$ cat src/rtl/spi_pkg.sv
// Shared definitions for the SPI master: FSM state encoding, mode constants,
// byte width and the shift helpers used by the datapath.
package spi_pkg;

  localparam int SPI_BITS       = 8;
  localparam int SPI_EDGES      = 2 * SPI_BITS;
  localparam int SPI_BIT_CNT_W  = $clog2(SPI_BITS);

  // {cpol, cpha}
  localparam logic [1:0] SPI_MODE0 = 2'b00;
  localparam logic [1:0] SPI_MODE1 = 2'b01;
  localparam logic [1:0] SPI_MODE2 = 2'b10;
  localparam logic [1:0] SPI_MODE3 = 2'b11;

  typedef enum logic [2:0] {
    IDLE  = 3'd0,
    SETUP = 3'd1,
    XFER  = 3'd2,
    HOLD  = 3'd3,
    DONE  = 3'd4
  } spi_state_e;

  function automatic logic [SPI_BITS-1:0] shl1(input logic [SPI_BITS-1:0] v);
    return {v[SPI_BITS-2:0], 1'b0};
  endfunction

  function automatic logic [SPI_BITS-1:0] shift_in(input logic [SPI_BITS-1:0] v,
                                                   input logic                b);
    return {v[SPI_BITS-2:0], b};
  endfunction

endpackage

$ cat src/rtl/spi_sclk_gen.sv
// SCLK generator: divides clk by CLK_DIV per half-period, emits 16 edges and
// then one extra silent tick (last_edge) that closes the hold half-period.
module spi_sclk_gen
  import spi_pkg::*;
#(
  parameter int CLK_DIV = 2
) (
  input  logic clk,
  input  logic rst,
  input  logic run,
  input  logic cpol,
  output logic sclk,
  output logic lead_tick,
  output logic trail_tick,
  output logic last_edge
);

  localparam int              CW       = $clog2(CLK_DIV + 1);
  localparam logic [CW-1:0]   DIV_LAST = CW'(CLK_DIV - 1);
  localparam logic [4:0]      EDGE_END = 5'(SPI_EDGES);

  logic [CW-1:0] r_div;
  logic [4:0]    r_edge;
  logic          r_sclk;
  logic          w_tick;
  logic          w_in_burst;

  assign w_tick     = run && (r_div == DIV_LAST);
  assign w_in_burst = (r_edge < EDGE_END);

  // Divider, edge counter and the SCLK register; idle level tracks cpol
  always_ff @(posedge clk or negedge rst) begin
    if (!rst) begin
      r_div  <= '0;
      r_edge <= '0;
      r_sclk <= 1'b0;
    end else if (!run) begin
      r_div  <= '0;
      r_edge <= '0;
      r_sclk <= cpol;
    end else begin
      if (w_tick) begin
        r_div <= '0;
      end else begin
        r_div <= r_div + CW'(1);
      end
      if (w_tick && w_in_burst) begin
        r_sclk <= ~r_sclk;
        r_edge <= r_edge + 5'd1;
      end else begin
        r_sclk <= r_sclk;
        r_edge <= r_edge;
      end
    end
  end

  // Edge k = r_edge+1, so even counts precede a leading (odd) edge
  assign lead_tick  = w_tick && w_in_burst && !r_edge[0];
  assign trail_tick = w_tick && w_in_burst &&  r_edge[0];
  assign last_edge  = w_tick && !w_in_burst;
  assign sclk       = r_sclk;

endmodule

$ cat src/rtl/master_spi.sv
// Single-byte SPI master supporting all four CPOL/CPHA modes; owns the
// transfer FSM, the tx/rx shift registers and all registered outputs.
module master_spi
  import spi_pkg::*;
#(
  parameter int CLK_DIV = 2
) (
  input  logic                clk,
  input  logic                rst,
  input  logic                cpol,
  input  logic                cpha,
  input  logic                start,
  input  logic [SPI_BITS-1:0] data_in,
  input  logic                miso,
  output logic                sclk,
  output logic                mosi,
  output logic                ss,
  output logic                busy,
  output logic                done,
  output logic [SPI_BITS-1:0] data_out
);

  localparam logic [SPI_BIT_CNT_W-1:0] LAST_BIT = SPI_BIT_CNT_W'(SPI_BITS - 1);

  spi_state_e                 r_state;
  logic                       r_cpol;
  logic                       r_cpha;
  logic [SPI_BITS-1:0]        r_tx;
  logic [SPI_BITS-1:0]        r_rx;
  logic [SPI_BIT_CNT_W-1:0]   r_bit_cnt;
  logic                       r_mosi;
  logic                       r_ss;
  logic                       r_busy;
  logic                       r_done;
  logic [SPI_BITS-1:0]        r_data_out;

  spi_state_e                 w_state_nxt;
  logic                       w_cpol_nxt;
  logic                       w_cpha_nxt;
  logic [SPI_BITS-1:0]        w_tx_nxt;
  logic [SPI_BITS-1:0]        w_rx_nxt;
  logic [SPI_BIT_CNT_W-1:0]   w_bit_nxt;
  logic                       w_mosi_nxt;
  logic                       w_ss_nxt;
  logic                       w_busy_nxt;
  logic                       w_done_nxt;
  logic [SPI_BITS-1:0]        w_dout_nxt;

  logic                       w_run;
  logic                       w_gen_cpol;
  logic                       w_sclk;
  logic                       w_lead;
  logic                       w_trail;
  logic                       w_last;

  assign w_run      = (r_state == XFER) || (r_state == HOLD);
  // SETUP already uses the latched polarity so a late cpol change cannot glitch SCLK
  assign w_gen_cpol = ((r_state == IDLE) || (r_state == DONE)) ? cpol : r_cpol;

  spi_sclk_gen #(
    .CLK_DIV (CLK_DIV)
  ) u_sclk_gen (
    .clk        (clk),
    .rst        (rst),
    .run        (w_run),
    .cpol       (w_gen_cpol),
    .sclk       (w_sclk),
    .lead_tick  (w_lead),
    .trail_tick (w_trail),
    .last_edge  (w_last)
  );

  // Next-state and next-datapath values for every register
  always_comb begin
    w_state_nxt = r_state;
    w_cpol_nxt  = r_cpol;
    w_cpha_nxt  = r_cpha;
    w_tx_nxt    = r_tx;
    w_rx_nxt    = r_rx;
    w_bit_nxt   = r_bit_cnt;
    w_mosi_nxt  = r_mosi;
    w_ss_nxt    = r_ss;
    w_busy_nxt  = r_busy;
    w_done_nxt  = 1'b0;
    w_dout_nxt  = r_data_out;
    case (r_state)
      IDLE, DONE: begin
        w_ss_nxt   = 1'b1;
        w_busy_nxt = 1'b0;
        if (start) begin
          w_cpol_nxt  = cpol;
          w_cpha_nxt  = cpha;
          w_tx_nxt    = data_in;
          w_state_nxt = SETUP;
        end else begin
          w_state_nxt = IDLE;
        end
      end
      SETUP: begin
        w_ss_nxt    = 1'b0;
        w_busy_nxt  = 1'b1;
        w_rx_nxt    = '0;
        w_bit_nxt   = '0;
        w_state_nxt = XFER;
        if (!r_cpha) begin
          w_mosi_nxt = r_tx[SPI_BITS-1];
        end else begin
          w_mosi_nxt = r_mosi;
        end
      end
      XFER: begin
        if (w_lead) begin
          if (!r_cpha) begin
            w_rx_nxt = shift_in(r_rx, miso);
          end else if (r_bit_cnt == '0) begin
            w_mosi_nxt = r_tx[SPI_BITS-1];
          end else begin
            w_tx_nxt   = shl1(r_tx);
            w_mosi_nxt = r_tx[SPI_BITS-2];
          end
        end else if (w_trail) begin
          w_bit_nxt = r_bit_cnt + SPI_BIT_CNT_W'(1);
          if (r_cpha) begin
            w_rx_nxt = shift_in(r_rx, miso);
          end else if (r_bit_cnt != LAST_BIT) begin
            w_tx_nxt   = shl1(r_tx);
            w_mosi_nxt = r_tx[SPI_BITS-2];
          end else begin
            w_mosi_nxt = r_mosi;
          end
          if (r_bit_cnt == LAST_BIT) begin
            w_state_nxt = HOLD;
          end else begin
            w_state_nxt = XFER;
          end
        end else begin
          w_state_nxt = XFER;
        end
      end
      HOLD: begin
        if (w_last) begin
          w_state_nxt = DONE;
          w_ss_nxt    = 1'b1;
          w_busy_nxt  = 1'b0;
          w_done_nxt  = 1'b1;
          w_dout_nxt  = r_rx;
        end else begin
          w_state_nxt = HOLD;
        end
      end
      default: begin
        w_state_nxt = IDLE;
        w_ss_nxt    = 1'b1;
        w_busy_nxt  = 1'b0;
      end
    endcase
  end

  // FSM state register
  always_ff @(posedge clk or negedge rst) begin
    if (!rst) begin
      r_state <= IDLE;
    end else begin
      r_state <= w_state_nxt;
    end
  end

  // Latched transfer settings, shift registers and registered outputs
  always_ff @(posedge clk or negedge rst) begin
    if (!rst) begin
      r_cpol     <= 1'b0;
      r_cpha     <= 1'b0;
      r_tx       <= '0;
      r_rx       <= '0;
      r_bit_cnt  <= '0;
      r_mosi     <= 1'b0;
      r_ss       <= 1'b1;
      r_busy     <= 1'b0;
      r_done     <= 1'b0;
      r_data_out <= '0;
    end else begin
      r_cpol     <= w_cpol_nxt;
      r_cpha     <= w_cpha_nxt;
      r_tx       <= w_tx_nxt;
      r_rx       <= w_rx_nxt;
      r_bit_cnt  <= w_bit_nxt;
      r_mosi     <= w_mosi_nxt;
      r_ss       <= w_ss_nxt;
      r_busy     <= w_busy_nxt;
      r_done     <= w_done_nxt;
      r_data_out <= w_dout_nxt;
    end
  end

  assign sclk     = w_sclk;
  assign mosi     = r_mosi;
  assign ss       = r_ss;
  assign busy     = r_busy;
  assign done     = r_done;
  assign data_out = r_data_out;

endmodule

$ cat config.mk
export PLATFORM = sky130hd
export DESIGN_NAME = master_spi
export DESIGN_NICKNAME = d
export VERILOG_FILES = /design/src/rtl/spi_pkg.sv /design/src/rtl/spi_sclk_gen.sv /design/src/rtl/master_spi.sv
export SDC_FILE = /design/constraint.sdc
export NUM_CORES = 1
export LEC_CHECK = 0
export ABC_AREA = 1
export CAP_MARGIN = 10
export CORE_UTILIZATION = 59
export CTS_CLUSTER_DIAMETER = 200
export CTS_CLUSTER_SIZE = 24
export DETAILED_ROUTE_END_ITERATION = 8
export PLACE_DENSITY = 0.84
export SLEW_MARGIN = 20
export SYNTH_ARGS = -nofsm -noshare
export SYNTH_HDL_FRONTEND = slang
export SYNTH_HIERARCHICAL = 1
export SYNTH_SLANG_ARGS = --single-unit
$ cat constraint.sdc
create_clock -name clk -period 3.7 [get_ports clk]
set_input_delay 0.555 -clock clk [delete_from_list [all_inputs] [get_ports clk]]
set_output_delay 0.555 -clock clk [all_outputs]
set_load 0.02 [all_outputs]
==> results_dict.tcl, run 1 <==
set metrics [dict create \
    outcome "finished, final reports clean" \
    p_leak_nw 1.37 \
    tightest_slew_ps 941 \
    synth_cells 275 \
    routed-via-count 1830 \
    cts_setup_buffers 0 \
    netlist_top_cells_area "dfrtp_1, nand2_1, o21ai_2, inv_1, nand2_2" \
    first_pass_iters 4 \
    rsz0062_at_grt "false" \
    hp-class "input port to async pin" \
    drt_drc_violations_left 0 \
    cts-root-buf "clkbuf_8" \
    setup_viol_count_final 0 \
    grt_pass1_wl_um 7820 \
    synthArstFlopShare_pct 100 \
    synthTopCellsByCount "nand2_1, dfrtp_1, inv_1" \
    critPathLaunch "r_state[2]" \
    rows 22 \
    n_antenna_cell 0 \
    insertion_delay_ps 300 \
    fin_nets 321 \
    antenna_found_initial 0 \
    yosysUniqueCellTypes 26 \
    post_drt_wl_per_cell_um 12.4 \
    die_h_um 64.1 \
    start_util_pct 61.8 \
    power_density_nw_per_um2 731 \
    final.setup_skew_ps 8.77 \
    cts_buffers 5 \
    drive_above_1_share_pct 14.8 \
    syn_avg_cell_area_um2 8.29 \
    cts.sinks 44 \
    max_freq_ghz 0.426 \
    htreeDepth 2 \
    yosys_warnings 6 \
    hold_buffers 0 \
    synth.yosys.seq_area_share_pct 48.4 \
    routed_via_density 5.20 \
    finalHoldViolations 0 \
    synth.top_cell.area_share_pct 47.2 \
    cts_resized 0 \
    finalCriticalPeriod_ps 2350 \
    cp-start-kind "register" \
    dp_slack_ps 1450 \
    grt_max_degree 45 \
    grt_overflow_total 0 \
    area_growth_pct 16.0 \
    synth.most_common_cell "nand2_1" \
    ir_worst_vdd_mv 0.428 \
    syn_nets 293 \
    syn-cell-area_um2 2280 \
    synthFlopType "dfrtp_1" \
    worstPathRequired_ps 3940 \
    io_buffers 26 \
    worst_slack_ps 1350 \
    maxCapViolations 0 \
    path_clk_slew_ps 80 \
    cp.arrival_ps 2580 \
    die_x_um 64.1 \
    boundaryPins 27 \
    clockBufferDepth 2 \
    core_um2 3690 \
    fin_crit_sh_pct 63.4 \
    grt_pass1_vias 1826 \
    slew_viol_final 0 \
    slew_headroom_pct 37.3 \
    die_area_um2 4110 \
    hpwlAfterDp_um 3070 \
    synth_top_area_cell "dfrtp_1" \
    cp_max_fo 10 \
    total_power_mw 1.93 \
    drtIter0Drc 126 \
    tns_ps 0 \
    path_class "register to register" \
    worst_setup_path_end_kind "register" \
    cts_tree "built" \
    drtAntennaViolNets 0 \
    grt.total_usage_pct 24.9 \
    ys_seq_elements 44 \
    routed_wl_um 4360 \
    gp_congestion 0.829 \
    r2r_start "r_state[2]" \
    synth_edf_count 0 \
]
-- where the power goes --
part | internal (mW) | switching [mW]
Combinational | 0.294 | 0.606
Clock | 0.152 | 0.162
Sequential | 0.610 | 0.110
-- layer usage --
metal | global-route usage (%) | vias to the layer above | wire length [µm]
li1 | - | 926 | -
met1 | 31.5 | 866 | 1930
met2 | 41.5 | 30 | 2180
met3 | 5.36 | 8 | 166
met4 | 10.3 | 0 | 77
met5 | 0 | - | 0
-- kinds of logic after synthesis --
kind of cell / Yosys count / synth area share (%)
simple gates: 177 / 36.7
flops: 44 / 48.4
buf+inv: 30 / 6.10
compound gates: 20 / 6.65
fa+ha+maj: 4 / 2.20
-- area by class of cell --
class | instances | area, µm²
multi-input combinational | 201 | 1040
sequential | 44 | 1100
fill | 288 | 1050
tap | 48 | 60.1
timing repair buffer | 26 | 255
inverter | 25 | 93.8
clock inverter | 1 | 7.51
clock buffer | 7 | 86.3
-- sequential cells by signal, indices dropped and copies added (netlist names) --
name and cells:
r_cpha 1, r_state 3, r_bit_cnt 3, mosi 1, busy 1, done 1, ss 1, u_sclk_gen/sclk 1
u_sclk_gen/r_div 2, u_sclk_gen/r_edge 5, r_tx 8, r_cpol 1, r_rx 8, data_out 8
-- cells in the final DEF, fill, tap and decap left out, drive strengths merged --
master / Yosys / routed
o21ai: 14 / 14
nand4: 11 / 11
nand2: 135 / 135
ha: 4 / 4
dfstp: 1 / 1
o211ai: 1 / 1
clkdlybuf4s50: 0 / 25
clkbuf: 0 / 7
clkinvlp: 0 / 1
dfrtp: 43 / 43
a21oi: 5 / 5
nor3: 3 / 3
buf: 5 / 1
nor2: 13 / 13
nand3: 15 / 15
inv: 25 / 25
-- per-stage QoR --
stage	area, µm²	utilization, %	std cells	hold slack (ps)
detailed placement	2550	69.1	344	459
finish	2640	71.6	352	372
floorplan	2280	-	275	259
CTS	2640	71.6	352	419
global placement	2550	69.1	344	455
global route	2640	71.6	352	475
-- worst paths after layout --
check | end | cells past startpoint | slack (ps)
worst max-delay path | r_tx[5] | 15 | 1350
worst min-delay path | u_sclk_gen/sclk | 1 | 370
worst max register to register | r_tx[5] | 15 | 1350
worst min register to register | mosi | 2 | 480
max in group asynchronous | data_out[1] | 1 | 2720
min in group clk | mosi | 2 | 480
-- worst max-delay path: stages, from the launching register on --
cell,delay (ps)
dfrtp_1,380
inv_2,100
nand2_2,110
inv_1,280
nand2_4,120
nor3_4,160
nand2_1,90
inv_1,200
inv_2,100
nor2_1,90
nand2_1,90
nand2_2,90
nand2_2,130
nand3_4,160
nand2_1,90
nand2_1,70
Note: power is estimated with default switching activity, not from simulation.
==> run 2, diff against run 1 <==
--- a/config.mk
+++ b/config.mk
@@ -7,11 +7,11 @@
 export LEC_CHECK = 0
 export ABC_AREA = 1
 export CAP_MARGIN = 10
-export CORE_UTILIZATION = 59
+export CORE_UTILIZATION = 50
 export CTS_CLUSTER_DIAMETER = 200
 export CTS_CLUSTER_SIZE = 24
 export DETAILED_ROUTE_END_ITERATION = 8
-export PLACE_DENSITY = 0.84
+export PLACE_DENSITY = 0.75
 export SLEW_MARGIN = 20
 export SYNTH_ARGS = -nofsm -noshare
 export SYNTH_HDL_FRONTEND = slang
==> constraint.sdc (replaced) <==
create_clock -name clk -period 2.1 [get_ports clk]
set_input_delay 0.315 -clock clk [delete_from_list [all_inputs] [get_ports clk]]
set_output_delay 0.315 -clock clk [all_outputs]
set_load 0.02 [all_outputs]
==> results_dict.tcl, run 2 (same netlist as run 1, synthesis figures left out) <==
set metrics [dict create \
    max_freq_ghz 0.539 \
    hp-class "register to register" \
    outcome "finished, final reports clean" \
    clockBufferDepth 2 \
    top_usage_layer "met2" \
    design_area_um2 2710 \
    drive_above_1_share_pct 16.9 \
    post_drt_wl_per_cell_um 11.6 \
    grt_overflow_total 0 \
    use_met2_pct 29.9 \
    crit_family "simple AND/OR/NAND/NOR gates" \
    slew_viol_final 0 \
    die_area_um2 4830 \
    total_power_mw 3.43 \
    cts_tree "built" \
    crit_top_cell "nand2_1" \
    path_clk_slew_ps 90 \
    cts_buffers 5 \
    r2r_start "r_state[2]" \
    path_class "register to register" \
    cts_setup_buffers 0 \
    worst-path-stages 15 \
    routed_via_density 5.11 \
    drtIter0Drc 60 \
    r2r_cells 15 \
    maxCapViolations 0 \
    cts.sinks 44 \
    finalCriticalPeriod_ps 1860 \
    stdcell_count 360 \
    start_util_pct 52.3 \
    rrSetupSlack_ps 240 \
    grt.total_usage_pct 19.5 \
    p_leak_nw 1.40 \
    io_buffers 26 \
    drtAntennaViolNets 0 \
    routed-via-count 1841 \
    worstPathRequired_ps 2330 \
    final.setup_skew_ps 10.2 \
    worst_setup_path_end_kind "register" \
    n_antenna_cell 0 \
    ir_worst_vdd_mv 0.651 \
    grt_max_degree 25 \
    crit_chain "inv_2 -> nand2_4 -> inv_2 -> nand2_4 -> nor3_4 -> nand2_1 -> inv_1 -> inv_2 -> nor2_1 -> nand2_1 -> nand2_2 -> nand2_4 -> nand3_4 -> nand2_1 -> nand2_1" \
    tightest_slew_ps 499 \
    min_to "ss" \
    slowest_stage "dfrtp_1" \
    routed_wl_um 4190 \
    setup_viol_count_final 0 \
    dp.cells 351 \
    cts-root-buf "clkbuf_8" \
    first_pass_iters 4 \
    fin_crit_sh_pct 88.4 \
    cp.arrival_ps 2080 \
    gp_congestion 0.787 \
    slew_headroom_pct 66.8 \
    core_um2 4350 \
    slowest_delay_ps 380 \
    path_buf_inv 4 \
    r2r_end "r_tx[2]" \
    rows 24 \
    cp-start-kind "register" \
    area_growth_pct 18.9 \
    die_h_um 69.5 \
    fin_nets 325 \
    insertion_delay_ps 300 \
    die_x_um 69.5 \
    grt_pass1_wl_um 7620 \
    worst_slack_ps 244 \
    hp-start "ss" \
    utilization_pct 62.2 \
    power_density_nw_per_um2 1270 \
    cp_max_fo 9 \
    hold_path_depth 2 \
    htreeDepth 2 \
    met3_usage_pct 4.07 \
    dp_slack_ps 149 \
    post_dp_cell_area_um2 2590 \
    finalHoldViolations 0 \
    met1_usage_pct 27.3 \
    boundaryPins 27 \
    hpwlAfterDp_um 2970 \
    layout_commonest_cell "nand2_1" \
    final_cell_mix "nand2_1, dfrtp_1, clkdlybuf4s50_1" \
    drt_drc_violations_left 0 \
    grt_pass1_vias 1659 \
    antenna_found_initial 0 \
]
[run 2: cell types whose count changed in the layout (fill, tap and decap cells not counted)]
| cell | delta |
|---|---|
| nand2_4 | +2 |
| buf_4 | +2 |
| inv_2 | +1 |
| dfrtp_1 | -1 |
| nor2_2 | +1 |
| nand2_2 | -2 |
| nor2_1 | -1 |
| o21ai_1 | -1 |
| dfrtp_2 | +1 |
| dlygate4sd3_1 | +1 |
| o21ai_2 | +1 |
| buf_12 | +1 |
| inv_1 | -1 |
[run 2: worst register-to-register path, delay by kind of cell, from the launching register on]
| family | cells | cell delay, ps |
|---|---|---|
| buffers and inverters | 4 | 360 |
| and+or+nand+nor | 11 | 1040 |
| DFF | 1 | 380 |
[run 2: how the worst max path moves through the flow]
stage                     from  slack [ps]       to
floorplan           r_state[2]         160  r_tx[0]
detailed placement  r_state[2]         150  r_tx[3]
global placement    r_state[2]         210  r_tx[1]
CTS                 r_state[1]         120  r_tx[3]
finish              r_state[2]         240  r_tx[2]
global route        r_state[2]        -0.4  r_tx[2]
[run 2: area by class of cell]
type / count / area, µm²
multi-input cells: 201 / 1050
inverters: 25 / 93.8
flip-flops and latches: 44 / 1100
clock inverters: 1 / 7.51
well taps: 52 / 65.1
repair buffers: 30 / 300
clock buffers: 7 / 86.3
fillers: 390 / 1640
[run 2: repair_timing]
action,4_1_cts,5_1_grt
hold buffers,1,0
endpoints found under the setup margin,0,20
hold endpoints to repair,17,0
gates resized for setup,0,6
[run 2: report_power, final]
| group | switching (mW) | total (mW) | leakage (nW) | internal [mW] |
|---|---|---|---|---|
| Sequential | 0.191 | 1.27 | 0.582 | 1.08 |
| Combinational | 1.06 | 1.62 | 0.770 | 0.556 |
| Clock | 0.281 | 0.548 | 0.0445 | 0.267 |
[run 2: per-stage QoR]
step,TNS [ps],hold slack [ps]
floorplan,0,19.4
global placement,0,318
detailed placement,0,320
CTS,0,471
global route,-0.356,501
finish,0,471
[run 2: routing by layer]
layer	share of wire, %	vias up
met2	48	43
li1	-	933
met3	4.3	6
met4	1.0	0
met1	47	859
met5	0	-
==> run 3, diff against run 2 <==
--- a/config.mk
+++ b/config.mk
@@ -17,3 +17,4 @@
 export SYNTH_HDL_FRONTEND = slang
 export SYNTH_HIERARCHICAL = 1
 export SYNTH_SLANG_ARGS = --single-unit
+export TNS_END_PERCENT = 30
==> results of run 3 <==
Final layout, timing and power as in run 2 (identical DEF).
